<file path="config.mk">
export PLATFORM = sky130hd
export DESIGN_NAME = csi2tx_payload_crc_buf_flat
export DESIGN_NICKNAME = d
export VERILOG_FILES = /design/src/rtl/csi2tx_payload_crc_buf_pkg.sv /design/src/rtl/csi2tx_payload_crc_buf_if.sv /design/src/rtl/csi2tx_sync_fifo.sv /design/src/rtl/csi2tx_payload_crc_buf.sv /design/src/flat_wrapper.sv
export SDC_FILE = /design/constraint.sdc
export NUM_CORES = 1
export LEC_CHECK = 0
export CAP_MARGIN = 10
export CORE_MARGIN = 2
export CORE_UTILIZATION = 45
export CTS_CLUSTER_SIZE = 16
export DETAILED_ROUTE_END_ITERATION = 7
export SYNTH_ARGS = -nofsm -noshare
export SYNTH_HDL_FRONTEND = slang
export SYNTH_HIERARCHICAL = 1
export SYNTH_SLANG_ARGS = --single-unit
</file>
<file path="constraint.sdc">
create_clock -name clk -period 8 [get_ports clk]
set_input_delay 2 -clock clk [delete_from_list [all_inputs] [get_ports clk]]
set_output_delay 2 -clock clk [all_outputs]
set_load 0.01 [all_outputs]
</file>
<file path="src/rtl/csi2tx_payload_crc_buf_pkg.sv">
// Shared types and CRC helpers for the CSI-2 TX payload CRC/buffer stage.
package csi2tx_payload_crc_buf_pkg;

  localparam int unsigned DATA_W = 32;
  localparam int unsigned BE_W   = 4;
  localparam int unsigned WC_W   = 16;
  localparam int unsigned CRC_W  = 16;

  localparam logic [CRC_W-1:0] CRC_POLY = 16'h8408;
  localparam logic [CRC_W-1:0] CRC_SEED = 16'hFFFF;

  typedef enum logic [1:0] {
    ST_IDLE    = 2'd0,
    ST_PAYLOAD = 2'd1,
    ST_CRC     = 2'd2,
    ST_DRAIN   = 2'd3
  } state_e;

  typedef struct packed {
    logic [DATA_W-1:0] data;
    logic [BE_W-1:0]   be;
    logic              last;
  } fifo_word_t;

  localparam int unsigned FIFO_W = $bits(fifo_word_t);

  // Reflected CRC-16 update over one byte, LSB first.
  function automatic logic [CRC_W-1:0] crc16_byte(input logic [CRC_W-1:0] crc,
                                                  input logic [7:0]       data_byte);
    logic [CRC_W-1:0] c;
    c = crc;
    for (int i = 0; i < 8; i++) begin
      if (c[0] ^ data_byte[i]) c = (c >> 1) ^ CRC_POLY;
      else                     c = c >> 1;
    end
    return c;
  endfunction

endpackage

</file>
<file path="src/rtl/csi2tx_payload_crc_buf_if.sv">
// Output word stream towards the lane distributor (valid/ready).
interface csi2tx_payload_crc_buf_if;
  logic [31:0] out_data;
  logic [3:0]  out_be;
  logic        out_last;
  logic        out_vld;
  logic        out_rdy;

  modport master (output out_data, output out_be, output out_last, output out_vld,
                  input  out_rdy);
  modport slave  (input  out_data, input  out_be, input  out_last, input  out_vld,
                  output out_rdy);
endinterface

</file>
<file path="src/rtl/csi2tx_sync_fifo.sv">
// First-word-fall-through synchronous FIFO; push while full is accepted only with a pop.
module csi2tx_sync_fifo #(
  parameter int unsigned WIDTH = 37,
  parameter int unsigned DEPTH = 16,
  parameter int unsigned AW    = 4
) (
  input  logic             clk,
  input  logic             rst_n,
  input  logic             push_i,
  input  logic [WIDTH-1:0] data_i,
  input  logic             pop_i,
  output logic [WIDTH-1:0] data_o,
  output logic             full_o,
  output logic             empty_o
);

  localparam int unsigned CW = AW + 1;

  logic [WIDTH-1:0] mem_q [DEPTH];
  logic [AW-1:0]    wr_q, rd_q;
  logic [CW-1:0]    cnt_q;
  logic             do_push, do_pop;

  assign empty_o = (cnt_q == '0);
  assign full_o  = (cnt_q == CW'(DEPTH));
  assign do_pop  = pop_i && !empty_o;
  assign do_push = push_i && (!full_o || do_pop);
  assign data_o  = mem_q[rd_q];

  always_ff @(posedge clk or negedge rst_n) begin
    if (!rst_n) begin
      wr_q  <= '0;
      rd_q  <= '0;
      cnt_q <= '0;
    end else begin
      if (do_push) wr_q <= wr_q + AW'(1);
      if (do_pop)  rd_q <= rd_q + AW'(1);
      cnt_q <= cnt_q + CW'(do_push) - CW'(do_pop);
    end
  end

  // Storage needs no reset: reads are qualified by empty_o.
  always_ff @(posedge clk) begin
    if (do_push) mem_q[wr_q] <= data_i;
  end

endmodule

</file>
<file path="src/rtl/csi2tx_payload_crc_buf.sv">
// Trims packer words to the packet word count, appends the CSI-2 payload CRC-16 and buffers the result.
module csi2tx_payload_crc_buf
  import csi2tx_payload_crc_buf_pkg::*;
#(
  parameter int unsigned FIFO_DEPTH = 16,
  parameter int unsigned FIFO_AW    = 4
) (
  input  logic                      clk,
  input  logic                      rst_n,
  input  logic                      pkt_start,
  input  logic [WC_W-1:0]           wc,
  input  logic [DATA_W-1:0]         dw,
  input  logic                      dw_vld,
  input  logic                      err_clr,
  output logic                      busy,
  output logic                      ovf_err,
  output logic                      excess_err,
  csi2tx_payload_crc_buf_if.master  out_if
);

  state_e           state_q, state_d;
  logic [WC_W-1:0]  bytes_left_q, bytes_left_d;
  logic [CRC_W-1:0] crc_q, crc_d, crc_word;
  logic             ovf_q, ovf_d, exc_q, exc_d;
  logic [BE_W-1:0]  be;
  logic [WC_W-1:0]  take;
  logic             push, pop, full, empty, pay_push;
  fifo_word_t       push_word, head, out_word;

  // Byte enables and byte consumption for the current payload word.
  always_comb begin
    be   = 4'b1111;
    take = WC_W'(4);
    if (bytes_left_q < WC_W'(4)) begin
      take = bytes_left_q;
      case (bytes_left_q[1:0])
        2'd1:    be = 4'b0001;
        2'd2:    be = 4'b0011;
        2'd3:    be = 4'b0111;
        default: be = 4'b0000;
      endcase
    end
  end

  // Four unrolled byte stages, each gated by its enable.
  always_comb begin
    crc_word = crc_q;
    for (int i = 0; i < 4; i++) begin
      if (be[i]) crc_word = crc16_byte(crc_word, dw[8*i +: 8]);
    end
  end

  assign pop      = !empty && out_if.out_rdy;
  assign pay_push = (state_q == ST_PAYLOAD) && dw_vld;

  always_comb begin
    state_d      = state_q;
    bytes_left_d = bytes_left_q;
    crc_d        = crc_q;
    push         = 1'b0;
    push_word    = '0;
    case (state_q)
      ST_IDLE: begin
        if (pkt_start) begin
          bytes_left_d = wc;
          crc_d        = CRC_SEED;
          state_d      = (wc == '0) ? ST_CRC : ST_PAYLOAD;
        end
      end
      ST_PAYLOAD: begin
        if (dw_vld) begin
          push           = 1'b1;
          push_word.data = dw;
          push_word.be   = be;
          crc_d          = crc_word;
          bytes_left_d   = bytes_left_q - take;
          if (bytes_left_d == '0) state_d = ST_CRC;
        end
      end
      ST_CRC: begin
        push           = 1'b1;
        push_word.data = {16'h0000, crc_q};
        push_word.be   = 4'b0011;
        push_word.last = 1'b1;
        // The CRC word is never dropped: hold here until the FIFO can take it.
        if (!full || pop) state_d = ST_DRAIN;
      end
      ST_DRAIN: begin
        if (empty) state_d = ST_IDLE;
      end
      default: state_d = ST_IDLE;
    endcase
  end

  always_comb begin
    ovf_d = ovf_q | (pay_push && full && !pop);
    exc_d = exc_q | (dw_vld && (state_q != ST_PAYLOAD));
    if (err_clr) begin
      ovf_d = 1'b0;
      exc_d = 1'b0;
    end
  end

  always_ff @(posedge clk or negedge rst_n) begin
    if (!rst_n) begin
      state_q      <= ST_IDLE;
      bytes_left_q <= '0;
      crc_q        <= CRC_SEED;
      ovf_q        <= 1'b0;
      exc_q        <= 1'b0;
    end else begin
      state_q      <= state_d;
      bytes_left_q <= bytes_left_d;
      crc_q        <= crc_d;
      ovf_q        <= ovf_d;
      exc_q        <= exc_d;
    end
  end

  csi2tx_sync_fifo #(
    .WIDTH (FIFO_W),
    .DEPTH (FIFO_DEPTH),
    .AW    (FIFO_AW)
  ) u_fifo (
    .clk     (clk),
    .rst_n   (rst_n),
    .push_i  (push),
    .data_i  (push_word),
    .pop_i   (pop),
    .data_o  (head),
    .full_o  (full),
    .empty_o (empty)
  );

  // Head is forced to zero while empty so idle outputs read as 0.
  assign out_word         = empty ? '0 : head;
  assign out_if.out_data  = out_word.data;
  assign out_if.out_be    = out_word.be;
  assign out_if.out_last  = out_word.last;
  assign out_if.out_vld   = !empty;

  assign busy       = (state_q != ST_IDLE) || !empty;
  assign ovf_err    = ovf_q;
  assign excess_err = exc_q;

endmodule
</file>
<file path="src/flat_wrapper.sv">
// flat-port wrapper written by rule: the top's interface ports become plain ports
module csi2tx_payload_crc_buf_flat import csi2tx_payload_crc_buf_pkg::*;
#(
  parameter int unsigned FIFO_DEPTH = 16,
  parameter int unsigned FIFO_AW    = 4
)
  (clk, rst_n, pkt_start, wc, dw, dw_vld, err_clr, busy, ovf_err, excess_err, out_if_out_data, out_if_out_be, out_if_out_last, out_if_out_vld, out_if_out_rdy);
  csi2tx_payload_crc_buf_if out_if_i ();
  input  logic clk;
  input  logic rst_n;
  input  logic pkt_start;
  input  logic [WC_W-1:0] wc;
  input  logic [DATA_W-1:0] dw;
  input  logic dw_vld;
  input  logic err_clr;
  output logic busy;
  output logic ovf_err;
  output logic excess_err;
  output wire logic [$bits(out_if_i.out_data)-1:0] out_if_out_data;
  output wire logic [$bits(out_if_i.out_be)-1:0] out_if_out_be;
  output wire logic [$bits(out_if_i.out_last)-1:0] out_if_out_last;
  output wire logic [$bits(out_if_i.out_vld)-1:0] out_if_out_vld;
  input wire logic [$bits(out_if_i.out_rdy)-1:0] out_if_out_rdy;
  assign out_if_out_data = out_if_i.out_data;
  assign out_if_out_be = out_if_i.out_be;
  assign out_if_out_last = out_if_i.out_last;
  assign out_if_out_vld = out_if_i.out_vld;
  assign out_if_i.out_rdy = out_if_out_rdy;
  csi2tx_payload_crc_buf #(.FIFO_DEPTH(FIFO_DEPTH), .FIFO_AW(FIFO_AW)) u_core (.clk(clk), .rst_n(rst_n), .pkt_start(pkt_start), .wc(wc), .dw(dw), .dw_vld(dw_vld), .err_clr(err_clr), .busy(busy), .ovf_err(ovf_err), .excess_err(excess_err), .out_if(out_if_i));
endmodule
</file>
* Word level (Yosys, flattened, before mapping) *
Memories as Yosys holds them, arrays and structs flattened.
Cells that the tools add are included.

word-level totals
  register bits after elaboration = 49
  bits of input ports = 54
  logic and storage cells = 205
  memories = 1
  bits in writable memories = 592
  output and inout port bits = 41

memory list
  name                 depth  bits a word  read ports  clocked after Yosys merged registers in  wr ports  line                    text
  u_core.u_fifo.mem_q  16     37           1           0                                        1         csi2tx_sync_fifo.sv:19  logic [WIDTH-1:0] mem_q [DEPTH];

operators by class
  $lt $le $gt $ge = 1
  add/sub/neg operators = 5
  reductions and logical operators = 21
  multiplexer cells = 90
  bitwise operators = 66
  equal/unequal tests = 13

operators with widths
  operator               count
  $mux W16               69
  $not A2 Y3             32
  $pmux W36 S2           1
  $pmux W16 S2           2
  $mux W37               1
  $mux W36               1
  $logic_not A16 Y1      2
  $xor A1 B1 Y1          32
  $lt A16 B3 Y1 const B  1
  $sub A16 B16 Y16       1
  $mux W2                6
  $pmux W3 S3            1
  $add A4 B1 Y4 const B  2
  $eq A2 B2 Y1 const B   4
  $pmux W2 S4            1
  $logic_and A1 B1 Y1    7
  $mux W1                6
  $ne A2 B1 Y1 const B   3
  $ne A2 B2 Y1 const B   3
  $add A5 B1 Y5          1
  $eq A5 B5 Y1 const B   1
  $logic_not A5 Y1       1
  $reduce_and A5 Y1      1
  $sub A5 B1 Y5          1
  other kinds (9)        16

* Longest topological paths before layout *
  depth after elaboration = 99
  depth in mapped cells = 17
  gate-level depth less buffers = 16

* Modules after synthesis *
The synthesis kept the hierarchy.

by module, submodules not included
  module                  area each (um^2)  instances  cells each  sequential area each (um^2)
  csi2tx_sync_fifo        23,384.9          1          1,148       18,102.4
  csi2tx_payload_crc_buf  5,185.0           1          626         920.9

* Least setup slack after synthesis *
No wires, ideal clock.

  kind = input to register
  start point = input dw_vld
  end point = memory u_core.u_fifo.mem_q[3][0], enable pin
  stages on the path = 6
  arrival = 5,282 ps
  required time = 7,523 ps
  path slack = 2,241 ps
  library setup time = 477 ps
  buffers on the path = 1
  cells stage by stage = nand3_1 > nand2_1 > o21a_1 > clkbuf_1 > nand2_1 > nor3_1

on the way
  cells in the longest elaborated chain, start to end = 5

RTL lines
  what                           line                          text
  start, declared                flat_wrapper.sv:14            input logic dw_vld;
  $mux W1                        csi2tx_payload_crc_buf.sv:71  if (dw_vld) begin
  $pmux W1 S2                    csi2tx_payload_crc_buf.sv:62  case (state_q)
  named net u_core.push          csi2tx_payload_crc_buf.sv:27  logic push, pop, full, empty, pay_push;
  $logic_and A1 B1 Y1            csi2tx_sync_fifo.sv:27        assign do_push = push_i && (!full_o || do_pop);
  $mux W1                        csi2tx_sync_fifo.sv:44        if (do_push) mem_q[wr_q] <= data_i;
  $mux W1 (implied by the code)  csi2tx_sync_fifo.sv:44
  end, declared                  csi2tx_sync_fifo.sv:19

The timed path passes the listed nets, and every way through them passes these cells.

==> run_results.csv <==
group,metric,value,unit
cells_and_area,drive_above_1_share,14.6,%
logic_synthesis,synth_enable_flop_cells,592,
outcome,status,"completed",
logic_synthesis,syn_area,28600,sq um
routing,drc,0,
routing,num_vias,16400,
sta,fin_setup_tns,0,ns
clock_network,tritoncts,"yes",
place,port-buffer-count,94,
global_routing,grt_pass1_vias,16500,
sta,fin_crit,6.17,ns
cells_and_area,final_util,51.8,%
clock_network,clockBufferDepth,3,
sta,rsz0062_at_grt,"no",
cells_and_area,multi_input_area,9030,sq um
cells_and_area,regArea,19000,sq um
worst_setup_path,start_kind,"register",
global_routing,antenna_found_initial,2,
clock_network,cts_setup_buffers,0,
worst_setup_path,crit_type,"reg -> out",
global_routing,grt_max_degree,69,
sta,finalSetupViolCount,0,
floorplanning,die_area,65500,sq um
logic_synthesis,ys_warn_count,6,
global_routing,grtUsageTotal,21.9,%
sta,worst_slack,1.83,ns
sta,drv_slew,0,
cells_and_area,mostFrequentLayoutCells,"edfxtp_1 (592), mux2i_1 (159), clkdlybuf4s50_1 (93)",
sta,finalCritPeriodShare,77.1,%
logic_synthesis,async_reset_ff_share,7.64,%
hold_path,holdCritStartpoint,"u_core/ovf_err$_DFF_PN0_",
place,gp_congestion,0.897,
sta,timing.fmax,162,MHz
floorplanning,rows,92,
worst_setup_path,crit_required,6.00,ns
routing,via_per_inst,5.92,
worst_setup_path,crit_chain,"nor2b_4 > buf_4 > a221oi_1 > a22oi_1 > nand2_1 > nor2b_1 > clkdlybuf4s50_1",
worst_setup_path,crit_arrival,4.17,ns
floorplanning,start_util,45.4,%
floorplanning,die_y,256,um
floorplanning,top_level_ports,95,
routing,drt-initial-drc-count,1288,
worst_setup_path,cp_max_fo,30,
logic_synthesis,synth_fp_nets,1846,
worst_setup_path,cp_slowest_cell,"nor2b_4",
floorplanning,die_w,256,um
sta,slew_headroom,16.4,%
logic_synthesis,ys.flop_type,"edfxtp_1",
worst_setup_path,rr_startpoint,"u_core/bytes_left_q[10]$_DFFE_PN0P_",
routing,ant_nets,0,
clock_network,path_clk_slew,0.06,ns
cells_and_area,fillCellCount,5139,
hold_path,hold_path.class,"reg -> reg",
cells_and_area,area_delta_synth_final,14.1,%
global_routing,grt_pass1_wl,106000,um
clock_network,cts_hold_buf,0,
clock_network,root_buffer,"clkbuf_16",
flow_run,cap_viol_max_count,0,
clock_network,post_cts_resize_count,0,
logic_synthesis,syn_avg_cell_area,16.1,sq um
routing,wl_per_cell,26.0,um
logic_synthesis,yosysUniqueCellTypes,85,
cells_and_area,final_common_cell,"edfxtp_1",
power_and_ir_drop,p_per_area,461,nW/um^2
cells_and_area,layout.nets,1944,
sta,skew,0.0314,ns
logic_synthesis,synthCells,1774,
worst_setup_path,cp_slowest_stage_delay,0.97,ns
routing,wirelength,71800,um
floorplanning,fp.coreArea,63000,sq um
worst_setup_path,critPathLaunch,"u_core/u_fifo/rd_q[2]$_DFFE_PN0P_",
place,hpwlAfterDp,42100,um
sta,tightest_slew,1.25,ns
clock_network,clk_latency,0.60,ns
worst_setup_path,endpoint_kind,"primary output",
sta,hold_viol,0,
power_and_ir_drop,power_leakage,11.3,nW
clock_network,cts_made_buffers,67,
logic_synthesis,synth_seq_area_share,66.6,%
power_and_ir_drop,max-vdd-ir-drop,425,uV
clock_network,htreeDepth,3,
routing,drtPass1Iterations,5,
clock_network,clkSinkCount,641,
global_routing,overflow,0,
logic_synthesis,synth_seq_cells,641,
place,dpl_worst_slack,2.08,ns
-- power by group --
part / switching (mW) / internal (mW) / leakage [nW]
Combinational: 4.10 / 3.22 / 4.23
Clock: 1.25 / 1.75 / 1.03
Sequential: 0.330 / 4.38 / 6.06
Total: 5.68 / 9.34 / 11.3
-- kinds of logic (layout without fill, tap and decap cells) --
family | Yosys count | in the layout | share of synthesized area (%)
flops | 641 | 641 | 66.6
xor+xnor | 124 | 124 | 5.22
mux | 236 | 236 | 11.5
other cells | 1 | 2 | 0.0131
simple gates | 305 | 305 | 5.43
compound gates | 324 | 324 | 8.13
buf+inv | 125 | 272 | 2.27
fa+ha+maj | 18 | 18 | 0.815
-- flip-flops by register name, summed over array words and instances, names as in the netlist --
register / cells
u_core/u_fifo/rd_q: 4
u_core/u_fifo/cnt_q: 5
u_core/excess_err: 1
u_core/crc_q: 16
u_core/state_q: 2
u_core/u_fifo/mem_q: 592
u_core/ovf_err: 1
u_core/bytes_left_q: 16
u_core/u_fifo/wr_q: 4
-- through the flow --
stage	hold slack, ns	power [mW]	std cells	cell area [sq um]
6_report	0.509	15.0	2768	32600
5_1_grt	0.545	15.8	2767	32600
4_1_cts	0.517	15.1	2767	32600
3_3_place_gp	0.488	12.0	2649	30500
2_1_floorplan	0.474	9.96	1774	28600
3_5_place_dp	0.504	12.0	2649	30500
-- layer usage --
metal  track usage [%]  part of all wire, %
met3              3.37                  5.5
met1              30.3                   44
met4              6.42                  2.1
met5                 0                0.018
met2              35.9                   48
-- worst max-delay path: cells and delay by family (launching register included) --
family | cells | cell delay [ns]
AND/OR/NAND/NOR | 3 | 1.31
buffers and inverters | 2 | 0.99
flip-flops | 1 | 0.82
AO/OA/AOI/OAI | 2 | 0.40
-- synthesized netlist by cell type (5+ instances only) --
cell type | instances | share of area, %
nand2_1 | 89 | 1.2
a22o_1 | 18 | 0.55
nor4_1 | 8 | 0.18
nand4_1 | 5 | 0.11
dfrtp_1 | 33 | 2.9
nor2_1 | 66 | 0.87
edfxtp_1 | 592 | 62
xor2_1 | 20 | 0.61
xnor2_1 | 71 | 2.2
a221oi_1 | 76 | 2.3
clkbuf_1 | 48 | 0.63
nor3_1 | 21 | 0.37
xnor2_2 | 6 | 0.34
buf_6 | 17 | 0.67
nor2b_1 | 43 | 0.94
mux4_2 | 74 | 5.8
a22oi_1 | 40 | 1.1
nand3_1 | 12 | 0.21
o21ai_1 | 6 | 0.11
o22ai_1 | 16 | 0.35
mux2i_1 | 159 | 5.6
o21ai_0 | 62 | 1.1
ha_1 | 17 | 0.74
or3_1 | 5 | 0.11
a211oi_1 | 12 | 0.32
and2_1 | 21 | 0.46
inv_1 | 17 | 0.22
xnor3_1 | 18 | 1.4
dfstp_2 | 16 | 1.5
buf_1 | 15 | 0.20
buf_2 | 18 | 0.32
a21oi_1 | 48 | 0.84
-- cell type report --
cell class	instances	area share, %
sequential	641	58.4
multi-input combinational	1008	27.7
clock buffer	83	5.59
timing repair buffer	135	3.89
tap	846	3.25
clock inverter	35	0.948
inverter	19	0.219
antenna	1	0.00768
-- worst paths after layout --
path | slack [ns] | endpoint | cells after the start
worst min-delay path | 0.51 | u_core/ovf_err$_DFF_PN0_ | 2
worst max register to register | 3.71 | u_core/crc_q[10]$_DFFE_PN1P_ | 12
min in group asynchronous | 1.56 | u_core/u_fifo/wr_q[0]$_DFFE_PN0P_ | 2
max in group asynchronous | 5.88 | u_core/u_fifo/rd_q[0]$_DFFE_PN0P_ | 2
worst min register to register | 0.51 | u_core/ovf_err$_DFF_PN0_ | 2
worst max-delay path | 1.83 | out_if_out_data[11] | 7
No activity file was read; power rests on OpenSTA's default activity.
==> patch 1 (config.mk and constraints unchanged) <==
The package constant `WC_W` goes from 16 to 32.
--- a/src/rtl/csi2tx_payload_crc_buf_pkg.sv
+++ b/src/rtl/csi2tx_payload_crc_buf_pkg.sv
@@ -3,7 +3,7 @@
 
   localparam int unsigned DATA_W = 32;
   localparam int unsigned BE_W   = 4;
-  localparam int unsigned WC_W   = 16;
+  localparam int unsigned WC_W   = 32;
   localparam int unsigned CRC_W  = 16;
 
   localparam logic [CRC_W-1:0] CRC_POLY = 16'h8408;
Interface: changed (resized wc); port bits go from 95 to 111. No check against the original RTL was run, so the function may have changed too.
==> patch 1 against the original RTL <==
Synthesized area rose by 4.2%. Fmax fell by 1.1%. Sequential cell count rose by 16. Power rose by 6.8%. Global-route usage rose by 0.97 points. Utilization rose by 0.36 points. Die area rose by 4.2%. Clock power rose by 6.7%. Worst setup slack got worse by 0.071 ns. Final cell count rose by 6.8%. Critical path depth did not move. Cell area rose by 4.9%. Routed wire length rose by 7.5%. Combinational power rose by 10%. Critical path type unchanged. Critical endpoint is now out_if_out_data[2]. Largest power group unchanged.
==> patch 1: results (changes against the original RTL) <==
Global route
  • M2 GR Usage: 37.9% (+2.0 points)
  • Global Route met1 Usage: 31.4% (+1.1 points)
  • Initial antenna violation count: 1 (-1)
  • Met3 GRT Util: 3.62% (+0.25 points)
  • Vias in the first global route: 17500 (+6.0%)
  • Pin count of the biggest net entering global routing: 80 (+16%)
  • Total track usage: 22.8% (+0.97 points)
  • First-pass GRT wire length: 114 mm (+7.2%)

Clocking
  • CTS buffer count: 70 (+4.5%)
  • Post-cts resize count: 0 (unchanged)
  • CTS Root Cell: clkbuf_16
  • Worst-Skew Late Latency: 0.62 ns (+0.02 ns)

Yosys
  • Synthesized instance count: 1921 (+8.3%)
  • Post-synth net total: 2008 (+8.8%)
  • Synth top area cells: edfxtp_1, mux2i_1, mux4_2
  • Synth top cells by count: edfxtp_1, mux2i_1, nand2_1, a221oi_1, o21ai_0
  • Yosys cell types: 88 (+3.5%)
  • Post-synthesis async set-or-reset flop share: 9.89% (+2.2 points)
  • Sequential fraction of the synthesis area: 65.2% (-1.4 points)

Critical path
  • CP max stage delay: 1.03 ns (+0.06 ns)
  • Critical Path Fanout Max: 40 (+33%)
  • FF-to-FF Start: u_core/bytes_left_q[25]$_DFFE_PN0P_
  • Critical path startpoint: u_core/u_fifo/rd_q[1]$_DFFE_PN0P_
  • Worst path slowest cell: and2_2
  • Worst reg2reg path endpoint: u_core/crc_q[7]$_DFFE_PN1P_
  • Reg-to-reg slack, setup: 2.78 ns (-0.93 ns)
  • Critical Path Start Type: flop
  • CP Capture Point: out_if_out_data[2]
  • R2R cell count: 11 (-1)

Power and ir drop
  • P_leak: 11.9 nW (+5.1%)
  • VDD IR-drop max: 0.529 mV (+25%)
  • Internal power: 0.00992 W (+6.2%)

Layout
  • Core Util, Final: 52.1% (+0.36 points)
  • Nets@finish: 2125 (+9.3%)
  • FILL cells: 5403 (+5.1%)
  • Number of diodes: 0 (-1)
  • Layout cell share with drive strength beyond 1: 14.4% (-0.23 points)
  • Largest regs: u_core/u_fifo/mem_q x592, u_core/bytes_left_q x32, u_core/crc_q x16

Place
  • # placed instances: 2826 (+6.7%)
  • Pre-CTS WS: 2.02 ns (-0.0555 ns)
  • GPL Wtd Cong: 0.885 (-1.4%)
  • Port Buffer Count: 110 (+17%)
  • Placement Cell Area: 0.0319 mm² (+4.6%)
  • DP HPWL: 47.0 mm (+12%)

Route
  • Max layer used: met4
  • Wire per inst: 26.1 µm (+0.69%)
  • Met3 WL: 5.24 mm (+32%)
  • Final WL: 77.2 mm (+7.5%)
  • DRT iter0 DRCs: 1658 (+29%)
  • Met2 routed WL: 37.9 mm (+9.6%)
  • M1 wire length: 32.6 mm (+2.6%)
  • Via count of the routed design: 17700 (+8.2%)
  • DRT Pass-1 Iters: 5 (unchanged)

Timing
  • Worst Skew: 0.0320 ns (+0.000564 ns)
  • Hold slack final: 0.510 ns (+0.00116 ns)
  • Slew headroom: 16.9% (+0.58 points)
  • Tcrit/Tclk final: 77.9% (+0.88 points)

Status
  • Status: completed

Die
  • Die outline area: 0.0682 mm² (+4.2%)
patch 1: power by group through the flow:
stage | logic, W | clock network (W) | registers (W)
2_1_floorplan | 0.00607 | 0 | 0.00463
3_3_place_gp | 0.00797 | 0 | 0.00485
3_5_place_dp | 0.00801 | 0 | 0.00487
4_1_cts | 0.00805 | 0.00325 | 0.00480
5_1_grt | 0.00875 | 0.00340 | 0.00485
6_report | 0.00806 | 0.00320 | 0.00480
patch 1: final cells by class:
class,instances,area share [%]
clock buffers,91,5.75
clock inverters,34,0.893
inverters,18,0.198
multi-input cells,1135,28.7
flip-flops and latches,657,56.8
well taps,864,3.16
repair buffers,156,4.48
patch 1: cell families after synthesis:
logic type                 share of synthesized area [%]
and+or+nand+nor                                     6.66
other                                             0.0126
muxes                                               11.7
AOI/OAI and AO/OA                                   8.50
adders and majority gates                          0.740
buffers and inverters                               2.26
xor gates and xnor gates                            4.85
DFF                                                 65.2
==> patch 2 (same flow settings) <==
Without the edit above. Compare `cnt_q` against `CW'(DEPTH)` with >= in place of ==.
--- a/src/rtl/csi2tx_sync_fifo.sv
+++ b/src/rtl/csi2tx_sync_fifo.sv
@@ -22,7 +22,7 @@
   logic             do_push, do_pop;
 
   assign empty_o = (cnt_q == '0);
-  assign full_o  = (cnt_q == CW'(DEPTH));
+  assign full_o  = (cnt_q >= CW'(DEPTH));
   assign do_pop  = pop_i && !empty_o;
   assign do_push = push_i && (!full_o || do_pop);
   assign data_o  = mem_q[rd_q];
Formal check against the unedited RTL: no difference found for any inputs over 4 cycles, from zero or initial values and one cycle with rst_n low; that may be too few to reach the edited logic, so the function may still have changed.
==> patch 2 against the original RTL <==
Fmax up 7.1%. Power is 6.2% lower. Cell area shrank 1.6%. Synthesized cell count is 12% lower. Worst setup slack gained 0.41 ns. Via count decreased by 7.2%. Critical endpoint is now out_if_out_data[6]. Synthesized area is 1.7% lower. Largest cell class unchanged. Die area is 1.7% lower. Routed wire length fell by 4.5%. Clock skew fell by 0.015 ns. Sequential cell count did not move. Sequential power is 5.7% lower. Highest routed layer is now met4.
==> patch 2: results (changes against the original RTL) <==
Layout
  • Nets@finish: 1748 (-10%)
  • Final std cells w/o fill: 2563 (-7.4%)
  • Layout cell share with drive strength beyond 1: 17.2% (+2.6 points)

Place
  • Placement Cell Area: 0.0300 mm² (-1.6%)
  • # placed instances: 2445 (-7.7%)
  • Pre-CTS WS: 1.99 ns (-0.0839 ns)
  • GPL Wtd Cong: 0.883 (-1.6%)
  • DP HPWL: 40.4 mm (-4.2%)

Timing
  • Tmin final: 5.76 ns (-0.409 ns)
  • Worst Skew: 0.0160 ns (-0.0154 ns)
  • Hold slack final: 0.509 ns (-0.000590 ns)

Yosys
  • Synth top area cells: edfxtp_1, mux4_2, mux4_1
  • Yosys cell types: 81 (-4.7%)
  • Synthesized instance count: 1564 (-12%)
  • Synth top cells by count: edfxtp_1, mux4_2, nand2_1, a22oi_1, xnor2_1
  • Sequential fraction of the synthesis area: 67.8% (+1.2 points)

Status
  • Status: completed

Critical path
  • Reg-to-reg slack, setup: 3.46 ns (-0.25 ns)
  • Critical path startpoint: u_core/u_fifo/rd_q[0]$_DFFE_PN0P_
  • CP max stage delay: 0.91 ns (-0.06 ns)
  • Worst path slowest cell: dfrtp_4
  • CP Capture Point: out_if_out_data[6]

Clocking
  • CTS buffer count: 66 (-1.5%)

Min path
  • Hold Crit Start: u_core/excess_err$_DFF_PN0_

Route
  • DRT iter0 DRCs: 1517 (+18%)
-- patch 2: changes by cell type after synthesis, sizes merged, moves of 6 or more --
cell    change
mux2i     -140
a221oi     -76
mux4       +74
a22oi      +38
o21ai      -33
buf        -21
a21oi      -14
xor2       +10
nor3        -9
nand2       -8
a211oi      -7
nor2        -6
xnor2       -6
xnor3       -6
-- patch 2: routing by layer --
metal / vias up / GRT usage (%) / wire (µm)
met1: 8039 / 30.9 / 29900
met4: 0 / 6.17 / 1450
li1: 6526 / - / -
met2: 523 / 35.5 / 33400
met3: 115 / 2.84 / 3860
met5: - / 0 / 0
-- patch 2: power breakdown --
part	internal (W)	leakage [nW]	total, W	switching (W)
Combinational	0.00317	3.84	0.00663	0.00347
Sequential	0.00411	6.04	0.00444	0.000333
Clock	0.00178	1.03	0.00302	0.00124
-- patch 2: cells by family after synthesis --
kind of cell | Yosys count | synth area share [%]
flip-flops | 641 | 67.8
AND/OR/NAND/NOR | 275 | 5.11
AO/OA/AOI/OAI | 228 | 5.70
multiplexers | 171 | 13.4
XOR/XNOR | 122 | 4.97
buffers and inverters | 108 | 2.20
adder cells (fa/ha/maj) | 18 | 0.829
other | 1 | 0.0134
-- patch 2: area by class of cell --
class | count | area (µm²)
Clock inverter | 35 | 354
Antenna cell | 2 | 5.00
Clock buffer | 81 | 1750
Fill cell | 5038 | 29600
Multi-Input combinational cell | 815 | 8580
Sequential cell | 641 | 19000
Tap cell | 837 | 1050
Inverter | 20 | 75.1
Timing Repair Buffer | 132 | 1250
-- patch 2: critical path, delay by kind of cell (launching register included) --
kind / cells / cell delay [ns]
and+or+nand+nor: 2 / 0.27
buffers and inverters: 2 / 1.10
AOI/OAI and AO/OA: 1 / 0.25
DFF: 1 / 0.91
muxes: 1 / 0.58
